## src/rtl/fp_div_prep.sv

```systemverilog
// Operand preparation for a Newton-Raphson binary32 divider: denormal normalization,
// quotient exponent and scaled divisor. Special-case detection compiles in with FP_DIV_PREP_SPECIAL_EN.
module fp_div_prep (
    input  logic        clk,
    input  logic        rst,
    input  logic        in_valid,
    output logic        in_ready,
    input  logic [31:0] a,
    input  logic [31:0] b,
    output logic        out_valid,
    input  logic        out_ready,
    output logic        out_sign,
    output logic [9:0]  out_exp,
    output logic [23:0] out_a_mant,
    output logic [31:0] out_d,
    output logic        out_special,
    output logic [31:0] out_result,
    output logic        out_dz,
    output logic        out_nv
);

    typedef enum logic [1:0] {IDLE, NORM, OUT} state_t;

    state_t      state;
    logic        sign_r;
    logic [9:0]  exp_a, exp_b;
    logic [23:0] mant_a, mant_b;
    logic [4:0]  cnt;

    logic [9:0]  cap_exp_a, cap_exp_b, sh_exp_a, sh_exp_b, fin_exp_a, fin_exp_b;
    logic [23:0] cap_mant_a, cap_mant_b, sh_mant_a, sh_mant_b, fin_mant_a, fin_mant_b;
    logic        fin_sign;
    logic [4:0]  cnt_next;
    logic        finish;

    logic        is_special;
    logic [31:0] spec_result;
    logic        spec_dz, spec_nv;

    assign in_ready = (state == IDLE);

    // Capture-time view of the operands and one normalization step of the held operands;
    // fin_* selects whichever of the two feeds the output registers this cycle.
    always_comb begin
        cap_exp_a  = (a[30:23] == 8'd0) ? 10'd1 : {2'b00, a[30:23]};
        cap_exp_b  = (b[30:23] == 8'd0) ? 10'd1 : {2'b00, b[30:23]};
        cap_mant_a = {(a[30:23] != 8'd0), a[22:0]};
        cap_mant_b = {(b[30:23] != 8'd0), b[22:0]};
        sh_mant_a  = mant_a[23] ? mant_a : {mant_a[22:0], 1'b0};
        sh_mant_b  = mant_b[23] ? mant_b : {mant_b[22:0], 1'b0};
        sh_exp_a   = mant_a[23] ? exp_a : exp_a - 10'd1;
        sh_exp_b   = mant_b[23] ? exp_b : exp_b - 10'd1;
        cnt_next   = cnt + 5'd1;
        if (state == IDLE) begin
            fin_exp_a  = cap_exp_a;
            fin_exp_b  = cap_exp_b;
            fin_mant_a = cap_mant_a;
            fin_mant_b = cap_mant_b;
            fin_sign   = a[31] ^ b[31];
            finish     = in_valid && !is_special && cap_mant_a[23] && cap_mant_b[23];
        end else begin
            fin_exp_a  = sh_exp_a;
            fin_exp_b  = sh_exp_b;
            fin_mant_a = sh_mant_a;
            fin_mant_b = sh_mant_b;
            fin_sign   = sign_r;
            finish     = (state == NORM) &&
                         ((sh_mant_a[23] && sh_mant_b[23]) || (cnt_next == 5'd23));
        end
    end

`ifdef FP_DIV_PREP_SPECIAL_EN
    logic a_max, b_max, a_nan, b_nan, a_snan, b_snan, a_inf, b_inf, a_zero, b_zero, q_sign;

    // Priority order: NaN, invalid forms, infinite dividend, zero divisor, zero quotient.
    always_comb begin
        a_max  = (a[30:23] == 8'hFF);
        b_max  = (b[30:23] == 8'hFF);
        a_nan  = a_max && (a[22:0] != 23'd0);
        b_nan  = b_max && (b[22:0] != 23'd0);
        a_snan = a_nan && !a[22];
        b_snan = b_nan && !b[22];
        a_inf  = a_max && (a[22:0] == 23'd0);
        b_inf  = b_max && (b[22:0] == 23'd0);
        a_zero = (a[30:0] == 31'd0);
        b_zero = (b[30:0] == 31'd0);
        q_sign = a[31] ^ b[31];
        is_special  = 1'b1;
        spec_result = 32'd0;
        spec_dz     = 1'b0;
        spec_nv     = 1'b0;
        if (a_nan || b_nan) begin
            spec_result = 32'h7FC00000;
            spec_nv     = a_snan || b_snan;
        end else if ((a_inf && b_inf) || (a_zero && b_zero)) begin
            spec_result = 32'h7FC00000;
            spec_nv     = 1'b1;
        end else if (a_inf) begin
            spec_result = {q_sign, 8'hFF, 23'd0};
        end else if (b_zero) begin
            spec_result = {q_sign, 8'hFF, 23'd0};
            spec_dz     = 1'b1;
        end else if (a_zero || b_inf) begin
            spec_result = {q_sign, 31'd0};
        end else begin
            is_special = 1'b0;
        end
    end
`else
    always_comb begin
        is_special  = 1'b0;
        spec_result = 32'd0;
        spec_dz     = 1'b0;
        spec_nv     = 1'b0;
    end
`endif

    always_ff @(posedge clk or posedge rst) begin
        if (rst) begin
            state       <= IDLE;
            sign_r      <= 1'b0;
            exp_a       <= 10'd0;
            exp_b       <= 10'd0;
            mant_a      <= 24'd0;
            mant_b      <= 24'd0;
            cnt         <= 5'd0;
            out_valid   <= 1'b0;
            out_sign    <= 1'b0;
            out_exp     <= 10'd0;
            out_a_mant  <= 24'd0;
            out_d       <= 32'd0;
            out_special <= 1'b0;
            out_result  <= 32'd0;
            out_dz      <= 1'b0;
            out_nv      <= 1'b0;
        end else begin
            case (state)
                IDLE: begin
                    if (in_valid) begin
                        sign_r <= a[31] ^ b[31];
                        exp_a  <= cap_exp_a;
                        exp_b  <= cap_exp_b;
                        mant_a <= cap_mant_a;
                        mant_b <= cap_mant_b;
                        cnt    <= 5'd0;
                        if (is_special) begin
                            state       <= OUT;
                            out_valid   <= 1'b1;
                            out_sign    <= a[31] ^ b[31];
                            out_exp     <= 10'd0;
                            out_a_mant  <= 24'd0;
                            out_d       <= 32'd0;
                            out_special <= 1'b1;
                            out_result  <= spec_result;
                            out_dz      <= spec_dz;
                            out_nv      <= spec_nv;
                        end else if (!cap_mant_a[23] || !cap_mant_b[23]) begin
                            state <= NORM;
                        end
                    end
                end
                NORM: begin
                    exp_a  <= sh_exp_a;
                    exp_b  <= sh_exp_b;
                    mant_a <= sh_mant_a;
                    mant_b <= sh_mant_b;
                    cnt    <= cnt_next;
                end
                OUT: begin
                    if (out_ready) begin
                        state     <= IDLE;
                        out_valid <= 1'b0;
                    end
                end
                default: state <= IDLE;
            endcase
            if (finish) begin
                state       <= OUT;
                out_valid   <= 1'b1;
                out_sign    <= fin_sign;
                out_exp     <= fin_exp_a - fin_exp_b + 10'd126;
                out_a_mant  <= fin_mant_a;
                out_d       <= {1'b0, 8'd126, fin_mant_b[22:0]};
                out_special <= 1'b0;
                out_result  <= 32'd0;
                out_dz      <= 1'b0;
                out_nv      <= 1'b0;
            end
        end
    end

endmodule

```

## config.mk

```make
export PLATFORM = sky130hd
export DESIGN_NAME = fp_div_prep
export DESIGN_NICKNAME = d
export VERILOG_FILES = /design/src/rtl/fp_div_prep.sv
export SDC_FILE = /design/constraint.sdc
export NUM_CORES = 1
export LEC_CHECK = 0
export CAP_MARGIN = 20
export CELL_PAD_IN_SITES_DETAIL_PLACEMENT = 1
export CELL_PAD_IN_SITES_GLOBAL_PLACEMENT = 1
export CORE_UTILIZATION = 39
export CTS_CLUSTER_SIZE = 10
export DETAILED_ROUTE_END_ITERATION = 7
export PLACE_DENSITY = 0.91
export SYNTH_ARGS = -nofsm -noshare
export SYNTH_HDL_FRONTEND = slang
export SYNTH_SLANG_ARGS = --single-unit
```

## constraint.sdc

```tcl
create_clock -name clk -period 6.6 [get_ports clk]
set_input_delay 1.98 -clock clk [delete_from_list [all_inputs] [get_ports clk]]
set_output_delay 1.98 -clock clk [all_outputs]
set_load 0.05 [all_outputs]
```

Word-level counts from Yosys, hierarchy flattened
Index checks and enable logic that the tools add are counted.
- latch bits: 0
- input bits: 68
- memory bits (read-only): 0
- bits in writable memories: 0
- memories kept: 0
- flip-flop bits (word level): 136
- multiply operators: 0
- reduce and logical (&&, ||, !) cells: 20
- bitwise operators: 1
- $add $sub $neg: 5
- multiplexer cells: 30
- order comparisons: 0
- divide/modulo/power cells: 0
- equality and inequality tests: 8
- shift-type cells: 0
- operators with widths (cell ; number):
    two-way mux 24 bit ; 5
    case mux 24 bit (2 select lines) ; 2
    two-way mux 10 bit ; 6
    case mux 10 bit (2 select lines) ; 2
    two-way mux 23 bit ; 1
    subtractor 10 x 1 -> 10 bit, second input constant ; 2
    zero test 8 bit ; 2
    two-way mux 8 bit ; 2
    nonzero test 8 bit ; 2
    adder 10 x 7 -> 10 bit, second input constant ; 1
    case mux 5 bit (2 select lines) ; 1
    subtractor 10 bit ; 1
    two-way mux 2 bit ; 4
    case mux 2 bit (3 select lines) ; 1
    AND reduction 2 bit ; 3
    nonzero test 2 bit ; 3
    adder 5 x 1 -> 5 bit, second input constant ; 1
    == test 5 bit, second input constant ; 1
    two-way mux 1 bit ; 5
    two-way mux 5 bit ; 1
    logical AND 1 bit ; 4
    != test 2 bit, second input constant ; 2
    AND reduction 4 bit ; 1
    != test 3 x 1 -> 1 bit, second input constant ; 1
    8 further kinds ; 10

Longest topological paths before layout
Gate-level depths: netlist (run 1).
- depth after elaboration: 7
- gate-level depth with buffers: 18
- depth with buffers taken out: 17

Worst setup path before layout (run 1)
Ideal clock, no wire load.
- path type: input-to-reg
- start: input b[30]
- end: register out_exp[9]
- stages on the path: 16
- setup slack: 1.835 ns
- library setup time: 0.079 ns
- arrival: 4.686 ns
- cells stage by stage: or4_4 -> nor2_2 -> nor3_1 -> a21oi_1 -> ha_1 -> inv_1 -> ha_1 -> inv_1 -> fa_1 -> nor2b_1 -> o21a_1 -> o21a_1 -> o21a_1 -> o41ai_2 -> xnor3_1 -> mux2i_1
- word-level cells in the longest chain between the ends: 5
- elaborated cells on any way between the ends: 8
- ends and longest elaborated chain (item ; line ; source):
    from (decl) ; 9 ; input logic [31:0] b,
    zero test 8 bit ; 46 ; cap_exp_b = (b[30:23] == 8'd0) ? 10'd1 : {2'b00, b[30:23]};
    two-way mux 8 bit ; 46 ;
    two-way mux 10 bit ; 54 ; if (state == IDLE) begin
    subtractor 10 bit ; 181 ; out_exp <= fin_exp_a - fin_exp_b + 10'd126;
    adder 10 x 7 -> 10 bit ; 181 ;
    to (signal assigned) ; 181 ;
    to (decl) ; 13 ; output logic [9:0] out_exp,
Several ways; a longest one is shown, not always the timed one.
A chain may end at the register's enable or synchronous reset.

Final worst setup path (run 1)
Ends and elaborated chain as after synthesis.

==> out/results.ini, run 1 <==
[run_status]
run_status=finished clean

[power_and_ir_drop]
irDropWorstVdd_v=0.000189
power_leakage_nw=4.20
power_mw=4.19
powerDensity_nw_per_um2=428

[yosys]
avgSynthCellArea_um2=9.10
ys_seq_area_frac=0.432
ys_ff_latch=136
netlist.area_leader.share=0.432
synth-edff-count=0
synth.area.top_cells=dfrtp_1 43%, a221o_1 6.9%, nor2_1 6.2%, mux2i_1 5.7%, o21ai_0 5.0%
syn_inst=865
ys_types=54
async_flop_share=1.00
synth_area_um2=7870
synth_ff_type=dfrtp_1
synth.largest_area_cell=dfrtp_1
synth-warning-count=0

[global_route]
antenna_found_initial=2
first_global_vias=6959
grt_pass1_wl_mm=36.2
grt_max_degree=102
grt_use_total=0.226
grt-ovfl-total=0

[clocking]
cts_setup_buffers=0
cts_buffers=17
cts_resized=0
htree_levels=4
clk_path_buf_depth=2
worstSkewPairLatency_ns=0.42
cts.sinks=136
cts_tree=built
cts_root_buf=clkbuf_16
clk_pin_slew_ns=0.06
cts_hold_buf=0

[worst_hold_path]
hp-class=reg2reg

[placement]
place_inst=1202
io_buffers=133
globalplace.congestion=0.819
placed_cell_area_um2=9130
post-place-ws_ns=0.931
hpwl_mm=15.1

[sta]
fin_crit_sh=0.804
hold_violations=0
hold_slack_ns=0.477
max_freq_ghz=0.188
finalSetupViolCount=0
drv_slew=0
timing.setup.tns_ns=0
clock_skew_ns=0.0111
setup_slack_ns=1.29
max-slew-margin-rel=0.301
fin_crit_ns=5.31
rsz0062_at_grt=false
tightest_slew_ns=1.05

[drt]
num_vias=6714
ant_nets=0
drc=0
avgViaCountPerCell=5.44
drtIter0Drc=315
dr.pass1.iters=4
finalWirelength_mm=22.8
routedWlPerCell_um=18.5

[worst_setup_path]
crit_path_start_kind=input port
r2r_setup_slack_ns=2.24
path_max_fanout=4
critPathCaptureType=flop
critical_path_class=in2reg
cp.required_ns=6.94
worstPathArrival_ns=5.65

[die]
io_pins=172
core_um2=19700
die_h_um=144
rows=51
die_area_um2=20800
start_util=0.401
die_w_um=144

[finish]
utilization=0.498
nets=1046
syn_to_final_growth_pct=24.2
fin_cells=1235
drive_gt1_frac=0.0671
fin_area_um2=9780

[job]
maxCapViolations=0

registers in the layout, summed over array words and instances (netlist names):
signal      flops
cnt             5
exp_a          10
exp_b          10
mant_a         24
mant_b         24
out_a_mant     24
out_d          24
out_exp        10
out_sign        1
out_valid       1
sign_r          1
state           2
layout by cell type, fill, tap and decap left out, drive strengths merged, types with 2 or more instances in the layout:
cell / count
a21o: 4
a21oi: 69
a221o: 54
a222oi: 3
a22oi: 2
a2bb2oi: 2
a31oi: 5
buf: 7
bufinv: 4
clkbuf: 20
clkdlybuf4s50: 133
clkinv: 2
clkinvlp: 2
conb: 38
dfrtp: 136
ha: 21
inv: 33
mux2: 3
mux2i: 45
nand2: 81
nand2b: 4
nand3: 9
nand3b: 2
nor2: 131
nor2b: 7
nor3: 10
nor3b: 2
nor4: 5
o21a: 3
o21ai: 78
o22ai: 5
o31ai: 2
or2: 4
or4: 5
xnor2: 18
xor2: 10
synthesized netlist by cell type, drive strengths merged, types with 18 or more instances:
cell and instances:
a21oi 69, mux2i 45, a221o 54, inv 29
clkbuf 40, nor2 131, o21ai 78, ha 21
xnor2 18, buf 65, dfrtp 136, nand2 81
worst max-delay path: stages:
cell             delay [ns]
clkdlybuf4s50_1        0.45
or4_4                  0.55
nor2_2                 0.19
nor3_1                 0.07
a21oi_1                0.25
ha_1                   0.19
inv_1                  0.04
ha_1                   0.19
inv_1                  0.08
fa_1                   0.20
nor2b_1                0.06
o21a_1                 0.18
o21a_1                 0.19
o21a_1                 0.21
o41ai_2                0.30
xnor3_1                0.38
mux2i_1                0.13
routing by layer:
metal,global-route usage,wire length [um],vias to the layer above
li1,-,-,3137
met2,0.379,11200,165
met3,0.0387,1020,44
met1,0.283,9980,3364
met4,0.100,593,4
met5,0,23,-
report_power, final:
part / total (mW) / switching, mW / internal [mW]
sequential: 1.30 / 0.233 / 1.06
clock: 1.04 / 0.381 / 0.659
combinational: 1.85 / 1.15 / 0.699
layout make-up:
class	instances	area, um2
fillers	2315	9870
multi-input cells	632	3900
flip-flops and latches	136	3410
repair buffers	140	1380
clock buffers	20	457
well taps	265	332
clock inverters	12	186
inverters	29	114
diodes	1	2.50
cell families (layout without fill, tap and decap cells):
| family | after synthesis | after routing | synth area share |
|---|---|---|---|
| AOI/OAI and AO/OA | 231 | 231 | 0.194 |
| xor gates and xnor gates | 29 | 29 | 0.0340 |
| adders and majority gates | 22 | 22 | 0.0359 |
| buffers and inverters | 134 | 201 | 0.0928 |
| DFF | 136 | 136 | 0.432 |
| muxes | 48 | 48 | 0.0629 |
| other | 1 | 39 | 0.000476 |
| and+or+nand+nor | 264 | 264 | 0.147 |
final timing paths:
kind	start	depth (start not counted)	to
min	out_valid	1	out_valid
max in group asynchronous	rst	3	out_exp[2]
min reg2reg	out_valid	1	out_valid
max	b[30]	17	out_exp[9]
min in group asynchronous	rst	2	mant_a[2]
max reg2reg	mant_b[23]	14	out_exp[9]
No activity file was read; power rests on OpenSTA's default activity.
==> run 2, diff against run 1 <==
--- a/config.mk
+++ b/config.mk
@@ -8,10 +8,10 @@
 export CAP_MARGIN = 20
 export CELL_PAD_IN_SITES_DETAIL_PLACEMENT = 1
 export CELL_PAD_IN_SITES_GLOBAL_PLACEMENT = 1
-export CORE_UTILIZATION = 39
+export CORE_UTILIZATION = 35
 export CTS_CLUSTER_SIZE = 10
 export DETAILED_ROUTE_END_ITERATION = 7
-export PLACE_DENSITY = 0.91
+export PLACE_DENSITY = 0.86
 export SYNTH_ARGS = -nofsm -noshare
 export SYNTH_HDL_FRONTEND = slang
 export SYNTH_SLANG_ARGS = --single-unit
==> constraint.sdc (replaced) <==
create_clock -name clk -period 4.5 [get_ports clk]
set_input_delay 1.35 -clock clk [delete_from_list [all_inputs] [get_ports clk]]
set_output_delay 1.35 -clock clk [all_outputs]
set_load 0.05 [all_outputs]
==> run 2 against run 1 <==
Clock skew hardly changed. Core utilization is 4.2 points lower. Sequential power is 41% higher. Sequential share of layout area is 0.80 points lower. The flow now finishes with violations (DRC). Global-route usage is 2.3 points lower. Final cell count is 3.2% higher. Cell area is 2.3% higher. Combinational power is 54% higher. Count of clock-buffer cells in the layout is 2 lower. Critical path depth stayed put. Sequential cell count stayed put. Via count is 1.7% higher.
==> out/results.ini, run 2 (same netlist as run 1, synthesis figures left out) <==
[drt]
routedWlPerCell_um=18.0  ; -2.6%
avgViaCountPerCell=5.35  ; -1.5%
drtIter0Drc=340  ; +7.9%
drc=28  ; +28
finalWirelength_mm=22.9  ; +0.60%
num_vias=6827  ; +1.7%
dr.pass1.iters=8  ; +4
ant_nets=0  ; unchanged

[sta]
finalSetupViolCount=0  ; unchanged
clock_skew_ns=0.0110  ; -0.000163 ns
tightest_slew_ns=0.935  ; -0.111 ns
max_freq_ghz=0.226
fin_crit_sh=0.983
hold_violations=0  ; unchanged
drv_slew=0  ; unchanged
rsz0062_at_grt=false
hold_slack_ns=0.483  ; +0.00687 ns
max-slew-margin-rel=0.377  ; +0.0754
fin_crit_ns=4.42

[clocking]
cts_buffers=17  ; unchanged
clk_path_buf_depth=2  ; unchanged
worstSkewPairLatency_ns=0.42  ; about the same
cts.sinks=136  ; unchanged
cts_tree=built
cts_root_buf=clkbuf_16
clk_pin_slew_ns=0.07  ; about the same
htree_levels=4  ; unchanged

[die]
rows=54  ; +5.9%
die_h_um=152  ; +5.5%
core_um2=22000  ; +12%
die_area_um2=23100  ; +11%
start_util=0.359  ; -0.0420
io_pins=172  ; unchanged
die_w_um=152  ; +5.5%

[worst_setup_path]
critPathCaptureType=flop
r2r_setup_slack_ns=0.50  ; -1.74 ns
r2r_cells=16  ; +2
critical_path_class=in2reg
cp.required_ns=4.84  ; -2.10 ns
path_max_fanout=2  ; -2
rr_startpoint=exp_b[0]
crit_path_start_kind=input port
worstPathArrival_ns=4.76  ; -0.89 ns
reg2reg_to=out_exp[9]

[finish]
fin_area_um2=10000  ; +2.3%
fillers=2462  ; +6.3%
syn_to_final_growth_pct=27.1
drive_gt1_frac=0.0995  ; +0.0324
final_common_cell=dfrtp_1
nets=1072  ; +2.5%
insertedDiodeCount=0  ; -1
final_cell_mix=134 x dfrtp_1, 131 x clkdlybuf4s50_1, 128 x nor2_1

[power_and_ir_drop]
irDropWorstVdd_v=0.000253  ; +34%
powerDensity_nw_per_um2=613  ; +43%
power_leakage_nw=4.31  ; +2.6%

[worst_hold_path]
holdCritStartpoint=out_valid
whs_endpoint=out_valid
hp-class=reg2reg
min_delay_path_depth=1  ; unchanged

[run_status]
violations=DRC
run_status=finished, violations left

[placement]
placed_cell_area_um2=9340  ; +2.3%
hpwl_mm=14.8  ; -2.2%
globalplace.congestion=0.773  ; -5.5%
io_buffers=133  ; unchanged

[global_route]
first_global_vias=7149  ; +2.7%
grt_pass1_wl_mm=37.5  ; +3.5%
grt-ovfl-total=0  ; unchanged
antenna_found_initial=0  ; -2
grt_max_degree=137  ; +34%
grt_use_total=0.203  ; -0.0225

[job]
maxCapViolations=0  ; unchanged

==> run 2: cell types whose count changed in the layout (fill, tap and decap cells not counted), moves of 2 or more <==
cell	change
inv_1	-2
clkdlybuf4s50_1	-2
bufinv_16	-2
dlygate4sd2_1	+2
ha_1	-2
buf_4	+24
clkinvlp_4	+2
==> run 2: power breakdown <==
group	leakage (nW)	switching, mW	internal (mW)
clock	0.288	0.601	0.847
combinational	2.42	1.77	1.08
sequential	1.60	0.273	1.56
==> run 2: routing by layer <==
| layer | wire (um) | GRT usage |
|---|---|---|
| met1 | 10000 | 0.251 |
| met2 | 11600 | 0.357 |
| met3 | 908 | 0.0354 |
| met4 | 415 | 0.0690 |
| met5 | 0 | 0 |
==> run 2: through the flow <==
stage | setup TNS [ns] | cells | utilization | total power, mW | setup slack (ns)
2_1_floorplan | 0 | 902 | - | 3.79 | 0.365
3_3_place_gp | -0.238 | 1241 | 0.425 | 4.52 | -0.238
3_5_place_dp | -0.692 | 1241 | 0.425 | 4.63 | -0.472
4_1_cts | 0 | 1274 | 0.454 | 6.16 | 0.000340
5_1_grt | 0 | 1275 | 0.456 | 6.45 | 0.00446
6_report | 0 | 1275 | 0.456 | 6.13 | 0.0786
==> run 2: worst max path at each step <==
stage / start / end / cells past startpoint
final: b[30] / out_exp[9] / 17
after global routing: b[30] / out_exp[9] / 17
after CTS: b[24] / out_exp[9] / 17
after detailed placement: b[30] / out_exp[9] / 17
after global placement: b[30] / out_exp[9] / 17
after floorplan: b[30] / out_exp[9] / 16
==> run 2: critical path: stages <==
cell             delay [ns]
clkdlybuf4s50_1        0.43
or4_4                  0.54
nor2_4                 0.13
nor3_1                 0.06
a21oi_2                0.16
ha_2                   0.21
inv_2                  0.05
ha_4                   0.16
inv_4                  0.06
fa_2                   0.21
nor2b_1                0.06
o21a_1                 0.21
o21a_1                 0.21
o21a_1                 0.21
o41ai_2                0.27
xnor3_1                0.27
mux2i_1                0.17
==> run 2: cell type report <==
cell class	count	area, um2	area share
inverter	29	115	0.0115
timing repair buffer	166	1610	0.161
multi-input combinational	632	3930	0.392
sequential	136	3410	0.340
clock buffer	18	439	0.0439
clock inverter	14	163	0.0163
tap	280	350	0.0350
==> run 2: timing repair <==
| item | CTS | global route |
|---|---|---|
| hold buffers | 0 | 0 |
| setup buffers | 1 | 0 |
| pin swaps | 11 | 6 |
| setup endpoints to repair | 1 | 1 |
| gates resized for setup | 11 | 1 |
| gates cloned | 0 | 0 |
